===== config.mk =====
export PLATFORM = sky130hd
export DESIGN_NAME = ex_mem
export DESIGN_NICKNAME = d
export VERILOG_FILES = /design/src/rtl/cpu_types_pkg.sv /design/src/rtl/ex_mem.sv
export SDC_FILE = /design/constraint.sdc
export NUM_CORES = 1
export LEC_CHECK = 0
export ABC_AREA = 1
export BUFFER_PORTS_ARGS = -buffer_cell sky130_fd_sc_hd__buf_4
export CAP_MARGIN = 30
export CORE_AREA = 2 2 149 151
export DETAILED_ROUTE_END_ITERATION = 10
export DIE_AREA = 0 0 151 153
export PLACE_DENSITY = 0.69
export REMOVE_ABC_BUFFERS = 1
export SETUP_SLACK_MARGIN = 0.15
export SLEW_MARGIN = 15
export SYNTH_ARGS = -nofsm -noshare
export SYNTH_HDL_FRONTEND = slang
export SYNTH_SLANG_ARGS = --single-unit

===== constraint.sdc =====
create_clock -name CLK -period 1.5 [get_ports CLK]
set_input_delay 0.3 -clock CLK [delete_from_list [all_inputs] [get_ports CLK]]
set_output_delay 0.3 -clock CLK [all_outputs]
set_load 0.02 [all_outputs]

===== src/rtl/cpu_types_pkg.sv =====
// Shared CPU datapath types: word/register widths, the EX/MEM access FSM
// state, and packed bundles for the pipeline-register control and data fields.
package cpu_types_pkg;

  localparam int WORD_W = 32;
  localparam int REG_W  = 5;

  typedef logic [WORD_W-1:0] word_t;
  typedef logic [REG_W-1:0]  regbits_t;

  // REQ: a data access may be outstanding (or none is needed).
  // HELD: the access completed but the instruction has not advanced yet.
  typedef enum logic {
    REQ  = 1'b0,
    HELD = 1'b1
  } exmem_state_t;

  typedef struct packed {
    logic       reg_wr;
    logic       halt;
    logic       dren;
    logic       dwen;
    logic [1:0] mem_to_reg;
  } exmem_ctrl_t;

  typedef struct packed {
    word_t    alu_out;
    word_t    rdat2;
    word_t    pc4;
    word_t    imm;
    regbits_t wsel;
  } exmem_data_t;

endpackage


===== src/rtl/ex_mem.sv =====
// EX/MEM pipeline register with data-cache request FSM and memory stall.
// Optional macro EX_MEM_PERF_EN adds a saturating stall-cycle counter output.
module ex_mem
  import cpu_types_pkg::*;
(
  input  logic       CLK,
  input  logic       RST,
  input  logic       en,
  input  logic       flush,
  input  word_t      alu_out_i,
  input  word_t      rdat2_i,
  input  word_t      pc4_i,
  input  word_t      imm_i,
  input  regbits_t   wsel_i,
  input  logic       RegWr_i,
  input  logic       halt_i,
  input  logic       dREN_i,
  input  logic       dWEN_i,
  input  logic [1:0] MemToReg_i,
  input  logic       dhit,
  input  word_t      dmemload,
  output word_t      alu_out_o,
  output word_t      pc4_o,
  output word_t      imm_o,
  output word_t      dload_o,
  output regbits_t   wsel_o,
  output logic       RegWr_o,
  output logic       halt_o,
  output logic [1:0] MemToReg_o,
  output logic       dmemREN,
  output logic       dmemWEN,
  output word_t      dmemaddr,
  output word_t      dmemstore,
`ifdef EX_MEM_PERF_EN
  output word_t      stall_cnt,
`endif
  output logic       mem_stall
);

  exmem_ctrl_t  ctrl_q, ctrl_d;
  exmem_data_t  data_q, data_d;
  word_t        dload_q, dload_d;
  exmem_state_t state_q, state_d;

  logic in_req;
  logic access;
  logic dmem_ren;
  logic dmem_wen;
  logic stall;
  logic advance;

  always_comb begin
    in_req   = (state_q == REQ);
    access   = ctrl_q.dren | ctrl_q.dwen;
    // A write always wins over a simultaneous read request.
    dmem_ren = ctrl_q.dren & ~ctrl_q.dwen & in_req;
    dmem_wen = ctrl_q.dwen & in_req;
    stall    = access & ~dhit & in_req;
    advance  = en & ~stall & ~ctrl_q.halt;
  end

  // NOTE: every signal gets a hold default first so no path leaves it unassigned (no latches).
  always_comb begin
    ctrl_d  = ctrl_q;
    data_d  = data_q;
    dload_d = dload_q;
    state_d = state_q;

    // A latched halt freezes the whole stage, flush included, until reset.
    if (!ctrl_q.halt) begin
      if (dmem_ren && dhit) dload_d = dmemload;

      if (flush) begin
        ctrl_d  = '0;
        state_d = REQ;
      end else begin
        if (advance) begin
          ctrl_d = '{reg_wr: RegWr_i, halt: halt_i, dren: dREN_i,
                     dwen: dWEN_i, mem_to_reg: MemToReg_i};
          data_d = '{alu_out: alu_out_i, rdat2: rdat2_i, pc4: pc4_i,
                     imm: imm_i, wsel: wsel_i};
        end
        unique case (state_q)
          REQ:     if (access && dhit && !advance) state_d = HELD;
          HELD:    if (advance)                    state_d = REQ;
          default: state_d = REQ;
        endcase
      end
    end
  end

  // NOTE: sequential state uses non-blocking assignments so all flops update together.
  // NOTE: reset clears every register, including data fields, so a late dhit finds no access.
  always_ff @(posedge CLK) begin
    if (RST) begin
      ctrl_q  <= '0;
      data_q  <= '0;
      dload_q <= '0;
      state_q <= REQ;
    end else begin
      ctrl_q  <= ctrl_d;
      data_q  <= data_d;
      dload_q <= dload_d;
      state_q <= state_d;
    end
  end

`ifdef EX_MEM_PERF_EN
  word_t stall_cnt_q, stall_cnt_d;

  always_comb begin
    stall_cnt_d = stall_cnt_q;
    if (stall && !(&stall_cnt_q)) stall_cnt_d = stall_cnt_q + 1'b1;
  end

  always_ff @(posedge CLK) begin
    if (RST) stall_cnt_q <= '0;
    else     stall_cnt_q <= stall_cnt_d;
  end

  assign stall_cnt = stall_cnt_q;
`endif

  assign alu_out_o  = data_q.alu_out;
  assign pc4_o      = data_q.pc4;
  assign imm_o      = data_q.imm;
  assign wsel_o     = data_q.wsel;
  assign dload_o    = dload_q;
  assign RegWr_o    = ctrl_q.reg_wr;
  assign halt_o     = ctrl_q.halt;
  assign MemToReg_o = ctrl_q.mem_to_reg;
  assign dmemREN    = dmem_ren;
  assign dmemWEN    = dmem_wen;
  assign dmemaddr   = data_q.alu_out;
  assign dmemstore  = data_q.rdat2;
  assign mem_stall  = stall;

endmodule


==> results of run 1 <==
==> Yosys cell counts <==
cell type | instances | share of area [%]
clkbuf_1 | 20 | 0.88
inv_1 | 406 | 18
buf_4 | 34 | 3.0
o21ai_1 | 4 | 0.24
inv_2 | 2 | 0.088
nor2_4 | 1 | 0.13
nand3_1 | 7 | 0.41
buf_2 | 34 | 2.0
nand2_1 | 277 | 12
a21oi_1 | 3 | 0.18
clkinv_1 | 1 | 0.044
nand4_1 | 134 | 9.9
o21ai_0 | 33 | 1.9
dfxtp_1 | 172 | 41
nor2_1 | 201 | 8.9
buf_1 | 23 | 1.0
buf_6 | 5 | 0.66
==> routing by layer <==
| layer | GRT usage, % | wire, um | vias to the layer above |
|---|---|---|---|
| li1 | - | - | 4573 |
| met1 | 25.3 | 11100 | 3896 |
| met2 | 37.6 | 13200 | 323 |
| met3 | 6.21 | 2240 | 35 |
| met4 | 7.57 | 633 | 0 |
| met5 | 0 | 0 | - |
==> metrics by stage <==
stage	setup TNS (ps)	instances	setup WS, ps	hold WS (ps)	util [%]
6_report	-44.2	1986	-34.7	62.8	58.6
2_1_floorplan	-735520	1241	-5130	369	-
3_3_place_gp	0	1933	61.5	464	53.7
5_1_grt	-685	1986	-82.1	42.8	58.6
4_1_cts	-66.6	1978	-41.5	46.3	57.7
3_5_place_dp	0	1933	56.7	474	53.7
==> registers in the layout (all words and copies together), names as in the netlist <==
signal      flops
RegWr_o         1
dmemstore      32
state_q         1
pc4_o          32
dload_o        32
wsel_o          5
alu_out_o      32
halt_o          1
MemToReg_o      2
imm_o          32
ctrl_q          2
==> final cells by class <==
class                      count  area, um2  share of cell area, %
clock buffer                  20        437                   3.47
clock inverter                12        136                   1.08
timing repair buffer         433       3760                   29.8
inverter                     409       1540                   12.2
sequential                   172       3450                   27.4
multi-input combinational    660       2930                   23.2
tap                          280        350                   2.78
==> path summary, 6_finish.rpt <==
kind | from | endpoint | slack (ps) | cells after the start
setup reg to reg | state_q | dload_o[31] | 20 | 7
hold / removal | RST | halt_o | 60 | 2
hold reg to reg | dload_o[9] | dload_o[9] | 490 | 2
setup / recovery | ctrl_q[3] | mem_stall | -30 | 6
==> cell families after synthesis <==
| group | share of synthesized area [%] |
|---|---|
| flops | 40.5 |
| simple gates | 31.5 |
| buf+inv | 25.6 |
| compound gates | 2.35 |
==> power groups by stage <==
stage | combinational (W) | clock, W | sequential, W
final | 0.00295 | 0.00441 | 0.00504
after global routing | 0.00324 | 0.00468 | 0.00508
after detailed placement | 0.00278 | 0 | 0.00515
after CTS | 0.00286 | 0.00450 | 0.00505
after global placement | 0.00275 | 0 | 0.00513
after floorplan | 0.00109 | 0 | 0.00557
==> timing repair <==
item / in CTS / in global routing
resized for setup: 28 / 11
setup endpoints to repair: 46 / 173
buffers inserted: 8 / 1
gates cloned: 5 / 7
pin swaps: 11 / 4
endpoints found under the hold margin: 0 / 0
==> summary.md, run 1 <==
| Metric | Value |
|---|---|
| Status | `finished, violations left` |
| Failing checks | `setup timing` |
| Total congestion overflow | `0` |
| Drt first-iter violations | `around 320` |
| Hpwl dp | `~18000 um` |
| PwrDens | `a little under 1000 nW/um2` |
| Final period util | `102%` |
| Fmax | `652 MHz` |
| Clk_skew | `approximately 13 ps` |
| Die span in y | `153 um` |
| Row cnt | `54` |
| H-tree depth | `4` |
| Most frequent cells in the layout | `inv_1 (403), buf_4 (392), nand2_1 (272), nor2_1 (199), dfxtp_1 (168)` |
| CTS root buffer | `clkbuf_16` |
| I/O pin count | `380` |
| RSZ-0062 raised after global routing | `yes` |
| Residual DRC | `0` |
| Clock transition at path regs | `70 ps` |
| Worst hold path type | `in -> reg` |
| Slew HR | `about 69%` |
| PortBufs | `379` |
| Final Max Tran Viols | `0` |
| Top cell by count, worst path | `nand2_4` |
| Detailed-route wire length | `27100 um` |
| Synthesized area | `around 8500 um2` |
| Power Total | `0.0124 W` |
| Finished Cell Area | `12600 um2` |
| WP buf/inv | `4` |
| First-pass GRT wire length | `40100 um` |
| Post-CTS Hold Buffers | `0` |
| Worst-margin pin slew | `462 ps` |
| Crit. End Element | `output port` |
| Final ANT Viol Nets | `0` |
| Placed Area | `11500 um2` |
| Logic pwr share | `23.8%` |
| Sw Share | `30.0%` |
| Antenna cell count | `0` |
| P_sw | `around 0.0037 W` |
| CP top delay family | `buffers and inverters` |
| CTS sink cnt | `172` |
| Placer congestion estimate | `0.800` |
| Drt pass-1 iters | `5` |
| Critical path class | `reg -> out` |
| Clk Latency, worst-skew pair | `between 400 and 500 ps` |
| Startpoint types | `flip-flop` |
| Final setup viols | `2` |
| CTS Buffer Depth | `2` |
| CTS Buf Count | `17` |
| CTS tree | `built` |
| Core box area | `~21000 um2` |
| Most common cell after layout, fill and taps aside | `inv_1` |
| Die width | `around 150 um` |
| Sequential area share after synthesis | `40.5%` |
| Mean Syn Cell Area | `6.26 um2` |
| Layout Nets | `1869` |
| Largest net degree at the start of global routing | `64` |
| Peak supply drop | `approximately 0.71 mV` |
| Min cycle time layout | `1530 ps` |
| Crit path DAT | `1230 ps` |
| Vias in the first global route | `8150` |
| CP max stage delay | `320 ps` |
| Synth Register Bits | `between 150 and 200` |
| Cell count after synthesis | `1357` |
| Die area | `approximately 23000 um2` |
| Synth cell types | `17` |
| Internal power | `approximately 0.0087 W` |
| Clock power share | `35.6%` |
| Critical-path maximum fanout | `2` |
| Critical Path, Cell by Cell | `inv_1, nand2_4, nand2_4, buf_12, inv_4, buf_6` |
| Fill cells | `roughly 2000` |
| DR WL/cell | `13.6 um` |
| Via Count | `8827` |
| Setup WS post-layout | `-34.7 ps` |
| Total GRT Usage | `21.7%` |
| Worst EP required | `1200 ps` |
| Cell with the largest stage delay on the worst path | `dfxtp_2` |
| Fin. Hold Viols | `0` |
| Reg power frac | `40.7%` |
| Max-Cap Viols | `0` |
| Total number of yosys warnings | `0` |
| Post-DR vias/cell | `4.44` |
| Synth-to-layout area growth | `48.2%` |
| Initial Util | `39.6%` |
| Initial antenna violation count | `0` |
| Lkg Pwr | `7.29 nW` |
| Layout cells sized above 1 | `28.3%` |
(Power assumes the default switching activity.)
==> run 2, diff against run 1 <==
--- a/config.mk
+++ b/config.mk
@@ -13,7 +13,7 @@
 export DIE_AREA = 0 0 151 153
 export PLACE_DENSITY = 0.69
 export REMOVE_ABC_BUFFERS = 1
-export SETUP_SLACK_MARGIN = 0.15
+export SETUP_SLACK_MARGIN = 0.3
 export SLEW_MARGIN = 15
 export SYNTH_ARGS = -nofsm -noshare
 export SYNTH_HDL_FRONTEND = slang
==> run 2 against run 1 <==
Effect of this change: the run still ends with setup timing left; via count grew 4.3%; combinational power grew 13%; global-route usage grew 1.3 points; total power grew 3.2%.
==> summary.md, run 2 (synthesis gave the netlist of run 1 again) <==
| Metric | Value |
|---|---|
| Worst EP required | `1860 ps` |
| Clock transition at path regs | `70 ps` |
| Startpoint types | `flip-flop` |
| RSZ-0062 raised after global routing | `yes` |
| GR peak layer | `met2` |
| DR WL/cell | `14.8 um` |
| Worst hold path type | `in -> reg` |
| Lkg Pwr | `about 7.6 nW` |
| Placed cell count | `1933` |
| CTS Buffer Depth | `2` |
| Fill cells | `1934` |
| Status | `finished, violations left` |
| Detailed-route wire length | `around 30000 um` |
| Synth-to-layout area growth | `57.5%` |
| Row cnt | `54` |
| Failing checks | `setup timing` |
| Die span in y | `153 um` |
| Final setup viols | `23` |
| CTS root buffer | `clkbuf_16` |
| Core box area | `21500 um2` |
| Vias in the first global route | `approximately 8400` |
| H-tree depth | `4` |
| Final ANT Viol Nets | `0` |
| Clk_skew | `approximately 11 ps` |
| Critical-path maximum fanout | `6` |
| Fmax | `643 MHz` |
| I/O pin count | `380` |
| Placed Area | `11500 um2` |
| Layout Nets | `1896` |
| Total congestion overflow | `0` |
| Placer congestion estimate | `0.800` |
| CTS sink cnt | `172` |
| Drt first-iter violations | `370` |
| Worst-margin pin slew | `464 ps` |
| Max-Cap Viols | `0` |
| Grt met3 use | `6.57%` |
| Most common cell after layout, fill and taps aside | `buf_4` |
| CTS Buf Count | `17` |
| Hold slack | `64.3 ps` |
| Hpwl dp | `~18000 um` |
| Via Count | `9206` |
| PwrDens | `956 nW/um2` |
| Antenna cell count | `0` |
| Crit path DAT | `1910 ps` |
| Crit. End Element | `flip-flop` |
| Largest net degree at the start of global routing | `64` |
| Die width | `151 um` |
| Layout cells sized above 1 | `around a third` |
| Finished Cell Area | `between 10000 and 15000 um2` |
| Final Max Tran Viols | `0` |
| Slew HR | `69.1%` |
| CTS tree | `built` |
| Dpl ws | `roughly 57 ps` |
| Initial antenna violation count | `0` |
| Power Total | `0.0128 W` |
| Post-DR vias/cell | `4.57` |
| Critical path class | `reg -> reg` |
| GR Util met2 | `40.1%` |
| Residual DRC | `0` |
| Post-CTS Hold Buffers | `0` |
| Min cycle time layout | `around 1600 ps` |
| Total GRT Usage | `23.0%` |
| Final period util | `104%` |
| Drt pass-1 iters | `5` |
| GR Layer Usage met1 | `26.5%` |
| Layout Cells excl Fill | `2013` |
| Most frequent cells in the layout | `buf_4 (394), inv_1 (373), nand2_1 (221), nor2_1 (185), dfxtp_1 (167)` |
| First-pass GRT wire length | `42100 um` |
| Die area | `23100 um2` |
| PortBufs | `379` |
| Clk Latency, worst-skew pair | `between 400 and 500 ps` |
| Setup WS post-layout | `-55.5 ps` |
| Initial Util | `39.6%` |
| Peak supply drop | `roughly 0.71 mV` |
| Fin. Hold Viols | `0` |
-- run 2: cell types whose count changed in the layout (fill, tap and decap cells not counted), sizes merged --
| cell | before | now |
|---|---|---|
| buf | 424 | 446 |
| clkbuf | 25 | 30 |
-- run 2: final timing paths --
path	start	endpoint	slack [ps]	depth (start not counted)
worst max register to register	ctrl_q[2]	imm_o[0]	-60	12
worst min-delay path	RST	halt_o	60	2
worst min register to register	MemToReg_o[1]	MemToReg_o[1]	490	2
worst max-delay path	ctrl_q[2]	imm_o[0]	-60	12
-- run 2: metal layers --
layer	wire (um)	share of wire (%)
met3	2750	9.2
met1	11600	39
met5	0	0
met4	835	2.8
met2	14600	49
-- run 2: through the flow --
stage | util (%) | TNS [ps]
floorplan | - | -735520
global placement | 53.7 | 0
detailed placement | 53.7 | 0
CTS | 59.7 | -244
global route | 62.3 | -5230
finish | 62.3 | -439
-- run 2: where the power goes --
| part | switching, W | internal (W) | leakage (nW) |
|---|---|---|---|
| Combinational | 0.00178 | 0.00154 | 5.87 |
| Clock | 0.00196 | 0.00248 | 0.272 |
| Sequential | 0.000180 | 0.00487 | 1.41 |
| Total | 0.00392 | 0.00889 | 7.55 |
-- run 2: cell type report --
cell class	instances	area, um2	share of cell area [%]
sequential	172	3450	25.8
inverter	409	1540	11.5
clock buffer	20	437	3.26
clock inverter	12	136	1.02
multi-input combinational	660	3190	23.8
timing repair buffer	460	4280	32.0
tap	280	350	2.62
-- run 2: critical path: stages (launching register included) --
cell,delay [ps]
dfxtp_2,340
inv_2,80
nand2_4,60
nand2_4,80
buf_6,100
buf_8,100
nand3_4,110
buf_6,150
buf_12,130
clkbuf_16,160
nand2_2,70
inv_2,30
nor2_2,80
-- run 2: repair_timing --
item                                    CTS  global route
buffers inserted                         21             1
cloned                                   11            15
endpoints found under the setup margin  374           376
gates resized for setup                  87            95
pin swaps                                60            60
